$ cat config.mk
export PLATFORM = sky130hd
export DESIGN_NAME = wb_merge_2_1_flat
export DESIGN_NICKNAME = d
export VERILOG_FILES = /design/src/rtl/wb_merge_2_1_if.sv /design/src/rtl/wb_merge_2_1.sv /design/src/flat_wrapper.sv
export SDC_FILE = /design/constraint.sdc
export NUM_CORES = 1
export LEC_CHECK = 0
export CORE_MARGIN = 4
export CORE_UTILIZATION = 50
export DETAILED_ROUTE_END_ITERATION = 12
export GPL_ROUTABILITY_DRIVEN = 1
export GPL_TIMING_DRIVEN = 0
export HOLD_SLACK_MARGIN = 0.02
export PLACE_DENSITY = 0.85
export SLEW_MARGIN = 20
export SYNTH_ARGS = -nofsm -noshare
export SYNTH_HDL_FRONTEND = slang
export SYNTH_SLANG_ARGS = --single-unit
$ cat constraint.sdc
create_clock -name clk -period 10.4 [get_ports clk]
set_clock_uncertainty 0.05 [all_clocks]
set_input_delay 2.6 -clock clk [delete_from_list [all_inputs] [get_ports clk]]
set_output_delay 2.6 -clock clk [all_outputs]
set_load 0.01 [all_outputs]
$ cat src/rtl/wb_merge_2_1_if.sv
// Result-stream bundle for the 2:1 writeback merge.
// Two producer streams in, one merged stream out.
interface wb_merge_2_1_if #(
  parameter int DW = 32,
  parameter int TW = 5
);
  logic [DW-1:0] a_data;
  logic [TW-1:0] a_tag;
  logic          a_valid;
  logic          a_ready;
  logic [DW-1:0] b_data;
  logic [TW-1:0] b_tag;
  logic          b_valid;
  logic          b_ready;
  logic [DW-1:0] res;
  logic [TW-1:0] res_tag;
  logic          res_src;
  logic          res_valid;
  logic          res_ready;

  modport master (
    output a_data, a_tag, a_valid,
    input  a_ready,
    output b_data, b_tag, b_valid,
    input  b_ready,
    input  res, res_tag, res_src, res_valid,
    output res_ready
  );

  modport slave (
    input  a_data, a_tag, a_valid,
    output a_ready,
    input  b_data, b_tag, b_valid,
    output b_ready,
    output res, res_tag, res_src, res_valid,
    input  res_ready
  );
endinterface

$ cat src/rtl/wb_merge_2_1.sv
// Round-robin 2:1 merge of result streams into a
// 2-entry FIFO feeding the register-file write port.
module wb_merge_2_1 #(
  parameter int DW = 32,
  parameter int TW = 5
) (
  input  logic           clk,
  input  logic           rst_n,
  input  logic           flush,
  wb_merge_2_1_if.slave  bus
);
  localparam int EW = DW + TW + 1;

  logic [EW-1:0] mem_q [2];
  logic          wr_q, wr_d;
  logic          rd_q, rd_d;
  logic [1:0]    cnt_q, cnt_d;
  logic          prio_q, prio_d;

  logic          space;
  logic          gnt_a, gnt_b;
  logic          push, pop;
  logic [EW-1:0] wdat;

  always_comb begin
    space = rst_n && !flush && (cnt_q != 2'd2);
    gnt_a = space && bus.a_valid
         && (!bus.b_valid || !prio_q);
    gnt_b = space && bus.b_valid
         && (!bus.a_valid || prio_q);
    push  = gnt_a || gnt_b;
    pop   = (cnt_q != 2'd0) && bus.res_ready
         && !flush;
    wdat  = gnt_b
          ? {1'b1, bus.b_tag, bus.b_data}
          : {1'b0, bus.a_tag, bus.a_data};
  end

  always_comb begin
    wr_d   = wr_q;
    rd_d   = rd_q;
    cnt_d  = cnt_q;
    prio_d = prio_q;
    if (flush) begin
      wr_d   = 1'b0;
      rd_d   = 1'b0;
      cnt_d  = 2'd0;
      prio_d = 1'b0;
    end else begin
      if (push) wr_d = ~wr_q;
      if (pop)  rd_d = ~rd_q;
      cnt_d = cnt_q + {1'b0, push}
                    - {1'b0, pop};
      // grant hands priority to the other source
      unique case (1'b1)
        gnt_a:   prio_d = 1'b1;
        gnt_b:   prio_d = 1'b0;
        default: prio_d = prio_q;
      endcase
    end
  end

  always_ff @(posedge clk) begin
    if (!rst_n) begin
      wr_q     <= 1'b0;
      rd_q     <= 1'b0;
      cnt_q    <= 2'd0;
      prio_q   <= 1'b0;
      mem_q[0] <= '0;
      mem_q[1] <= '0;
    end else begin
      wr_q   <= wr_d;
      rd_q   <= rd_d;
      cnt_q  <= cnt_d;
      prio_q <= prio_d;
      if (push) mem_q[wr_q] <= wdat;
    end
  end

  assign bus.a_ready   = gnt_a;
  assign bus.b_ready   = gnt_b;
  assign bus.res_valid = (cnt_q != 2'd0);
  assign {bus.res_src, bus.res_tag, bus.res} =
    mem_q[rd_q];
endmodule
$ cat src/flat_wrapper.sv
// flat-port wrapper written by rule: the top's interface ports become plain ports
module wb_merge_2_1_flat 
#(
  parameter int DW = 32,
  parameter int TW = 5
)
  (clk, rst_n, flush, bus_a_data, bus_a_tag, bus_a_valid, bus_a_ready, bus_b_data, bus_b_tag, bus_b_valid, bus_b_ready, bus_res, bus_res_tag, bus_res_src, bus_res_valid, bus_res_ready);
  wb_merge_2_1_if #(.DW(DW), .TW(TW)) bus_i ();
  input  logic clk;
  input  logic rst_n;
  input  logic flush;
  input wire logic [$bits(bus_i.a_data)-1:0] bus_a_data;
  input wire logic [$bits(bus_i.a_tag)-1:0] bus_a_tag;
  input wire logic [$bits(bus_i.a_valid)-1:0] bus_a_valid;
  output wire logic [$bits(bus_i.a_ready)-1:0] bus_a_ready;
  input wire logic [$bits(bus_i.b_data)-1:0] bus_b_data;
  input wire logic [$bits(bus_i.b_tag)-1:0] bus_b_tag;
  input wire logic [$bits(bus_i.b_valid)-1:0] bus_b_valid;
  output wire logic [$bits(bus_i.b_ready)-1:0] bus_b_ready;
  output wire logic [$bits(bus_i.res)-1:0] bus_res;
  output wire logic [$bits(bus_i.res_tag)-1:0] bus_res_tag;
  output wire logic [$bits(bus_i.res_src)-1:0] bus_res_src;
  output wire logic [$bits(bus_i.res_valid)-1:0] bus_res_valid;
  input wire logic [$bits(bus_i.res_ready)-1:0] bus_res_ready;
  assign bus_i.a_data = bus_a_data;
  assign bus_i.a_tag = bus_a_tag;
  assign bus_i.a_valid = bus_a_valid;
  assign bus_a_ready = bus_i.a_ready;
  assign bus_i.b_data = bus_b_data;
  assign bus_i.b_tag = bus_b_tag;
  assign bus_i.b_valid = bus_b_valid;
  assign bus_b_ready = bus_i.b_ready;
  assign bus_res = bus_i.res;
  assign bus_res_tag = bus_i.res_tag;
  assign bus_res_src = bus_i.res_src;
  assign bus_res_valid = bus_i.res_valid;
  assign bus_i.res_ready = bus_res_ready;
  wb_merge_2_1 #(.DW(DW), .TW(TW)) u_core (.clk(clk), .rst_n(rst_n), .flush(flush), .bus(bus_i));
endmodule
==> results of run 1 <==
registers in the layout, summed over array words and instances, names as in the netlist, named ones only:
signal         cells
u_core.mem_q      76
u_core.wr_q        1
u_core.rd_q        1
u_core.prio_q      1
u_core.cnt_q       2
synthesized netlist by cell type (2+ instances only):
| master | count |
|---|---|
| a32oi_1 | 37 |
| nand2b_1 | 3 |
| buf_2 | 12 |
| nor2_1 | 80 |
| mux2i_1 | 2 |
| nor3_1 | 3 |
| mux2_2 | 38 |
| edfxtp_1 | 76 |
| clkbuf_1 | 8 |
| a21oi_1 | 2 |
| nand2_1 | 3 |
| dfxtp_1 | 6 |
| buf_6 | 2 |
| buf_4 | 2 |
| o21ai_0 | 4 |
layout make-up:
class                   count  area [sq um]  area share
clock buffers              11           131      0.0241
flip-flops and latches     82          2400       0.440
inverters                   1          3.75    0.000688
well taps                  99           124      0.0227
multi-input cells         186          1280       0.235
plain buffers              25           131      0.0241
repair buffers            123          1280       0.234
clock inverters             5           103      0.0188
per-stage QoR:
step	utilization	setup WS, ns	cell area [sq um]
2_1_floorplan	-	3.89	3800
3_3_place_gp	0.698	1.82	5110
3_5_place_dp	0.712	3.04	5220
4_1_cts	0.744	3.03	5460
5_1_grt	0.744	2.87	5460
6_report	0.744	2.98	5460
report_power, final:
group / internal (mW) / switching, mW / total [mW]
clock network: 0.159 / 0.114 / 0.273
logic: 0.0772 / 0.0608 / 0.138
registers: 0.380 / 0.00516 / 0.386
worst register-to-register path, delay by kind of cell (launching register included):
kind | cells | cell delay, ns
and+or+nand+nor | 2 | 0.58
AOI/OAI and AO/OA | 1 | 0.40
DFF | 1 | 0.36
buffers and inverters | 2 | 0.39
metal layers:
| metal | vias to the layer above | GRT usage | part of all wire | wire length [um] |
|---|---|---|---|---|
| met4 | 0 | 0.0733 | 0.014 | 130 |
| met3 | 10 | 0.0529 | 0.075 | 715 |
| met2 | 134 | 0.376 | 0.52 | 4960 |
| li1 | 1378 | - | - | - |
| met5 | - | 0 | 0 | 0 |
| met1 | 1413 | 0.267 | 0.39 | 3730 |
final timing paths:
kind,endpoint,slack [ns],cells after the start
worst max-delay path,bus_b_ready,2.98,6
worst min-delay path,u_core.prio_q,0.46,1
worst max register to register,u_core.mem_q[0][32],8.33,5
worst min register to register,u_core.prio_q,0.46,1
cell families (layout without fill, tap and decap cells):
| kind of cell | Yosys count | after routing | synth area share |
|---|---|---|---|
| and+or+nand+nor | 97 | 97 | 0.107 |
| DFF | 82 | 82 | 0.632 |
| AOI/OAI and AO/OA | 47 | 47 | 0.101 |
| muxes | 40 | 40 | 0.118 |
| buffers and inverters | 26 | 165 | 0.0356 |
| adders and majority gates | 1 | 1 | 0.00329 |
| xor gates and xnor gates | 1 | 1 | 0.00231 |
==> results.py, run 1 <==
metrics = {
    "worst_setup_path": {
        "cpPeakStageDelay_ns": 0.60,
        "critPathKind": "in2out",
        "worstReg2RegStart": "u_core.cnt_q[1]",
        "cp_common_cell": "clkdlybuf4s50_1",
        "critPathLaunchType": "primary input",
        "critPathMaxFanout": 10,
        "cp.buffers_inverters": 3,
        "slowest_stage": "clkdlybuf4s50_1",
        "crit_path_end_kind": "output pin",
        "critical-path-top-delay-family": "buffers and inverters",
        "critical_path_required_ns": 7.75,
        "cp_cell_sequence": "clkdlybuf4s50_1, nand2b_1, clkbuf_1, nand2_1, nor3_1, clkdlybuf4s50_1",
        "crit_arrival_ns": 4.77,
        "startpoint": "bus_a_valid",
    },
    "yosys": {
        "synth-seq-cells": 82,
        "ys_seq_area_frac": 0.632,
        "synth_edf_count": 76,
        "synth_area_leader_cell": "edfxtp_1",
        "synth_area_sq_um": 3800,
        "yosysUniqueCellTypes": 31,
        "syn_area_per_cell_sq_um": 12.9,
        "ys_dominant_reg_cell": "edfxtp_1",
        "synth_top_area_share": 0.601,
        "syn_inst": 294,
        "synth_fp_nets": 375,
        "yosys_warnings": 0,
        "synthTopCellsByArea": "edfxtp_1, mux2_2, a32oi_1",
        "ys_async_sr_fraction": 0,
    },
    "job": {
        "drv_cap": 0,
    },
    "die": {
        "start_util": 0.518,
        "core.rowCount": 31,
        "die_area_sq_um": 9060,
        "die_w_um": 95.2,
        "pin_count": 121,
        "core_sq_um": 7330,
        "die_y_um": 95.2,
    },
    "routing": {
        "num_vias": 2935,
        "routed_via_density": 5.52,
        "wl_per_cell_um": 17.9,
        "ant_nets": 0,
        "drt_pass1_iterations": 5,
        "wirelength_mm": 9.54,
        "drc": 0,
        "drtIter0Drc": 136,
    },
    "pwr": {
        "power_density_nw_per_um2": 146,
        "power_leakage_nw": 1.95,
        "ir_drop_mv": 0.0921,
        "total_power_uw": 797,
    },
    "status": {
        "status": "finished, final reports clean",
    },
    "finish": {
        "n_fill_cell": 479,
        "diodes": 0,
        "layout_common_cells": "clkdlybuf4s50_1, nor2_1, edfxtp_1",
        "drive_gt1_frac": 0.178,
        "syn_to_final_growth_pct": 43.6,
        "layout.cells.most_common": "clkdlybuf4s50_1",
        "stdcell_count": 532,
        "nets": 509,
    },
    "clocking": {
        "clock-sinks": 82,
        "cts_root_buf": "clkbuf_8",
        "postCtsResizedCells": 0,
        "cts_tree": "yes",
        "clockBufferDepth": 2,
        "cts_max_level": 3,
        "cts.clk_slew.worst_paths_ns": 0.08,
        "numCtsBuffers": 9,
        "clkLatencyLatePin_ns": 0.34,
        "cts_setup_buffers": 0,
        "cts_hold_buf": 0,
    },
    "global_routing": {
        "grt_first_pass_wirelength_mm": 14.7,
        "overflow": 0,
        "grt_pass1_vias": 2993,
        "grt_max_degree": 19,
        "track_usage": 0.218,
        "antenna_found_initial": 0,
    },
    "min_path": {
        "hp-start": "u_core.prio_q",
        "min_path_type": "reg2reg",
    },
    "placement": {
        "placed_cells": 516,
        "place_congestion": 0.833,
        "portBuffers": 119,
        "dp_hpwl_mm": 6.78,
    },
    "timing": {
        "hold_viol": 0,
        "rsz0062_at_grt": "no",
        "post-route-period-util": 0.713,
        "whs_ns": 0.462,
        "drv_slew": 0,
        "slew_headroom": 0.605,
        "fin_setup_tns_ns": 0,
        "max_slew.worst_pin.slew_ns": 0.591,
        "min_period_ns": 7.42,
        "fmax_ghz": 0.135,
        "setup-violations-final": 0,
    },
}
(Power assumes the default switching activity.)
==> inputs of run 2 (changes only) <==
- CORE_UTILIZATION: 50 -> 46
- PLACE_DENSITY: 0.85 -> 0.8
- clock period: 10.4 -> 7.25 ns (I/O delays scaled with it)
==> run 2 against run 1 <==
  * Core utilization shrank 5.5 points
  * Count of clock-buffer cells in the layout up 2
  * Global-route usage decreased by 1.5 points
  * Critical path type unchanged
  * Critical endpoint is now bus_a_ready
==> results.py, run 2 (synthesis results as in run 1) <==
metrics = {
    "status": {
        "status": "finished, final reports clean",
    },
    "clocking": {
        "cts.clk_slew.worst_paths_ns": 0.07,
        "postCtsResizedCells": 0,
        "clock-sinks": 82,
        "numCtsBuffers": 9,
        "clkLatencyLatePin_ns": 0.34,
        "cts_setup_buffers": 0,
        "cts_max_level": 3,
        "cts_tree": "yes",
        "cts_hold_buf": 0,
        "clockBufferDepth": 2,
        "cts_root_buf": "clkbuf_8",
    },
    "finish": {
        "reg_top3": "u_core.mem_q: 76 flops, u_core.cnt_q: 2 flops",
        "syn_to_final_growth_pct": 43.2,
        "layout.cells.most_common": "clkdlybuf4s50_1",
        "largest-register": "u_core.mem_q",
        "diodes": 0,
        "drive_gt1_frac": 0.176,
        "largest_reg_flops": 76,
        "n_fill_cell": 580,
        "nets": 509,
        "layout_common_cells": "clkdlybuf4s50_1, nor2_1, edfxtp_1",
    },
    "routing": {
        "drtIter0Drc": 126,
        "routed_via_density": 5.48,
        "wl_per_cell_um": 18.5,
        "wirelength_mm": 9.87,
        "num_vias": 2931,
        "drc": 0,
        "ant_nets": 0,
        "drt_pass1_iterations": 4,
    },
    "worst_setup_path": {
        "critical_path_required_ns": 5.39,
        "critPathKind": "in2out",
        "crit_path_end_kind": "output pin",
        "crit_arrival_ns": 3.92,
        "critPathMaxFanout": 10,
        "critPathLaunchType": "primary input",
        "reg2reg_depth": 6,
    },
    "pwr": {
        "power_density_nw_per_um2": 198,
        "p_sw_frac": 0.234,
        "p_int_uw": 827,
        "power_leakage_nw": 1.94,
        "pwr-share-seq": 0.513,
        "clock_power_share": 0.301,
        "p_switching_uw": 253,
        "total_power_mw": 1.08,
        "p_comb_frac": 0.186,
        "ir_drop_mv": 0.101,
    },
    "global_routing": {
        "grt_max_degree": 20,
        "track_usage": 0.202,
        "grt_pass1_vias": 3124,
        "grt_first_pass_wirelength_mm": 15.3,
        "overflow": 0,
        "antenna_found_initial": 0,
    },
    "timing": {
        "post-route-period-util": 0.798,
        "setup-violations-final": 0,
        "fin_ws_ns": 1.47,
        "rsz0062_at_grt": "no",
        "min_period_ns": 5.78,
        "drv_slew": 0,
        "slew_headroom": 0.614,
        "max_slew.worst_pin.slew_ns": 0.580,
        "hold_viol": 0,
        "fmax_ghz": 0.173,
    },
    "placement": {
        "place_congestion": 0.812,
        "dp_hpwl_mm": 7.06,
        "portBuffers": 119,
        "dp_slack_ns": 1.49,
    },
    "die": {
        "pin_count": 121,
        "die_area_sq_um": 9780,
        "start_util": 0.482,
        "die_w_um": 98.9,
        "core.rowCount": 32,
        "core_sq_um": 7890,
        "die_y_um": 98.9,
    },
    "min_path": {
        "min_path_cells": 2,
        "min_path_type": "reg2reg",
    },
    "job": {
        "drv_cap": 0,
    },
}
[run 2: worst max-delay path, cell delays in order]
cell and delay [ns]:
clkdlybuf4s50_1 0.58, a21boi_0 0.26, buf_2 0.30, buf_4 0.23
and3_1 0.19, clkdlybuf4s50_1 0.54
[run 2: through the flow]
| step | instances | area (sq um) | util | TNS, ns | hold WS, ns |
|---|---|---|---|---|---|
| floorplan | 294 | 3800 | - | 0 | 0.405 |
| global route | 535 | 5440 | 0.690 | 0 | 0.492 |
| finish | 535 | 5440 | 0.690 | 0 | 0.471 |
| detailed placement | 519 | 5250 | 0.666 | 0 | 0.456 |
| global placement | 515 | 5120 | 0.649 | -46.22 | 0.423 |
| CTS | 535 | 5440 | 0.690 | 0 | 0.475 |
[run 2: final cells by class]
type                            instances  area, sq um  share of cell area
Multi-Input combinational cell        186         1280               0.236
Timing Repair Buffer                  123         1300               0.239
Tap cell                              102          128              0.0235
Inverter                                1         3.75            0.000690
Clock buffer                           13          149              0.0274
Buffer                                 25          131              0.0241
Clock inverter                          3         40.0             0.00736
Sequential cell                        82         2400               0.442
[run 2: worst paths after layout]
check | startpoint | to | slack [ns]
max | bus_a_valid | bus_a_ready | 1.47
min | u_core.rd_q | flop | 0.47
max reg2reg | u_core.cnt_q[1] | u_core.mem_q[0][30] | 5.15
min reg2reg | u_core.rd_q | flop | 0.47
[run 2: layer usage]
layer  part of all wire  routed length [um]  global-route usage
met2               0.54                5330               0.374
met5                  0                   0                   0
met4              0.013                 133              0.0620
met1               0.39                3820               0.232
met3              0.060                 592              0.0446
[run 2: power groups by stage]
stage	registers (mW)	logic [mW]	clock network [mW]
4_1_cts	0.554	0.202	0.328
3_3_place_gp	0.567	0.187	0
2_1_floorplan	0.564	0.0866	0
6_report	0.554	0.201	0.325
5_1_grt	0.556	0.215	0.351
3_5_place_dp	0.565	0.201	0
==> inputs of run 3 (changes only) <==
- CORE_UTILIZATION: 46 -> 42
- PLACE_DENSITY: 0.8 -> 0.77
- clock period: 7.25 -> 5 ns (I/O delays scaled with it)
==> run 3 against run 2 <==
  * Wire length down 1.6%
  * Power rose by 44%
  * Final area hardly changed
  * Combinational power grew 45%
  * Highest routed layer unchanged
  * Sequential power grew 45%
  * Count of clock-buffer cells in the layout decreased by 2
  * Global-route usage decreased by 1.8 points
  * Non-clock buffer count did not move
==> results.py, run 3 (synthesis results as in run 1) <==
metrics = {
    "global_routing": {
        "grtUsageMet2": 0.324,
        "grt_busiest_layer": "met2",
        "use_met1": 0.234,
        "overflow": 0,
        "grt_first_pass_wirelength_mm": 14.8,
        "track_usage": 0.185,
        "grt_use_met3": 0.0318,
        "grt_pass1_vias": 2974,
        "antenna_found_initial": 0,
        "grt_max_degree": 19,
    },
    "placement": {
        "portBuffers": 119,
        "place_congestion": 0.829,
        "dp_hpwl_mm": 6.97,
    },
    "job": {
        "drv_cap": 0,
    },
    "die": {
        "pin_count": 121,
        "die_w_um": 103,
        "die_area_sq_um": 10600,
        "die_y_um": 103,
        "start_util": 0.434,
        "core_sq_um": 8760,
        "core.rowCount": 34,
    },
    "clocking": {
        "postCtsResizedCells": 0,
        "cts.clk_slew.worst_paths_ns": 0.08,
        "cts_tree": "yes",
        "clkLatencyLatePin_ns": 0.34,
        "numCtsBuffers": 9,
        "clockBufferDepth": 2,
        "cts_setup_buffers": 0,
        "clock-sinks": 82,
        "cts_max_level": 3,
        "cts_hold_buf": 0,
        "cts_root_buf": "clkbuf_8",
    },
    "routing": {
        "wl_per_cell_um": 18.0,
        "drt_pass1_iterations": 4,
        "drc": 0,
        "wirelength_mm": 9.72,
        "routed_via_density": 5.36,
        "ant_nets": 0,
        "num_vias": 2899,
        "drtIter0Drc": 119,
    },
    "timing": {
        "rsz0062_at_grt": "no",
        "max_slew.worst_pin.slew_ns": 0.584,
        "slew_headroom": 0.609,
        "min_period_ns": 4.68,
        "hold_viol": 0,
        "fmax_ghz": 0.214,
        "setup-violations-final": 0,
        "post-route-period-util": 0.936,
        "drv_slew": 0,
        "whs_ns": 0.461,
    },
    "worst_setup_path": {
        "crit_path_end_kind": "output pin",
        "critical_path_required_ns": 3.70,
        "cpPeakStageDelay_ns": 0.57,
        "slowest_stage": "clkdlybuf4s50_1",
        "cp_common_cell": "clkdlybuf4s50_1",
        "crit_arrival_ns": 3.38,
        "cp.depth": 6,
        "cp.buffers_inverters": 4,
        "critical-path-top-delay-family": "buffers and inverters",
        "reg2reg_depth": 6,
        "cp_cell_sequence": "clkdlybuf4s50_1, a21boi_0, buf_2, buf_4, and3_1, clkdlybuf4s50_1",
        "critPathMaxFanout": 10,
        "critPathLaunchType": "primary input",
        "critPathKind": "in2out",
    },
    "finish": {
        "nets": 509,
        "largest-register": "u_core.mem_q",
        "diodes": 0,
        "syn_to_final_growth_pct": 43.3,
        "largest_reg_flops": 76,
        "layout_common_cells": "clkdlybuf4s50_1, nor2_1, edfxtp_1",
        "final_util": 0.621,
        "reg_top3": "u_core.mem_q: 76 flops, u_core.cnt_q: 2 flops",
        "layout.cells.most_common": "clkdlybuf4s50_1",
        "drive_gt1_frac": 0.178,
    },
    "pwr": {
        "total_power_mw": 1.55,
        "power_density_nw_per_um2": 285,
        "ir_drop_mv": 0.143,
        "power_leakage_nw": 1.93,
    },
    "min_path": {
        "min_path_cells": 1,
        "min_path_type": "reg2reg",
    },
    "status": {
        "status": "finished, final reports clean",
    },
}
-- run 3: changes by cell type in the layout (fill, tap and decap cells not counted), sizes merged --
cell / delta
clkbuf: -2
clkinvlp: +2
-- run 3: worst register-to-register path: stages, from the launching register on --
cell and delay [ns]:
dfxtp_1 0.36, nor2b_1 0.20, or3_4 0.37, buf_6 0.17, o21ai_4 0.34, buf_16 0.21
buf_16 0.17
-- run 3: through the flow --
stage / std cells / area (sq um) / TNS, ns / setup WS, ns
6_report: 541 / 5450 / 0 / 0.322
5_1_grt: 541 / 5450 / 0 / 0.198
4_1_cts: 541 / 5450 / 0 / 0.316
3_5_place_dp: 525 / 5260 / 0 / 0.337
3_3_place_gp: 521 / 5130 / -54.67 / -0.725
2_1_floorplan: 294 / 3800 / 0 / 0.874
-- run 3: worst paths after layout --
path | start | slack, ns | end
setup / recovery | bus_a_valid | 0.32 | bus_a_ready
hold / removal | u_core.prio_q | 0.46 | u_core.prio_q
setup reg to reg | u_core.cnt_q[1] | 2.84 | u_core.mem_q[0][7]
hold reg to reg | u_core.prio_q | 0.46 | u_core.prio_q
-- run 3: layout make-up --
type | instances | area [sq um]
flip-flops and latches | 82 | 2400
repair buffers | 123 | 1300
multi-input cells | 186 | 1280
inverters | 1 | 3.75
fillers | 739 | 3320
clock buffers | 11 | 131
well taps | 108 | 135
clock inverters | 5 | 55.1
plain buffers | 25 | 131
-- run 3: power breakdown --
group | switching, mW | internal, mW | total (mW)
clock network | 0.230 | 0.230 | 0.459
registers | 0.0109 | 0.791 | 0.802
logic | 0.127 | 0.164 | 0.291
total | 0.367 | 1.18 | 1.55
-- run 3: layer usage --
layer  up-vias  share of wire
met3        10          0.059
met2        96           0.53
met1      1412           0.40
met5         -              0
li1       1381              -
met4         0          0.011
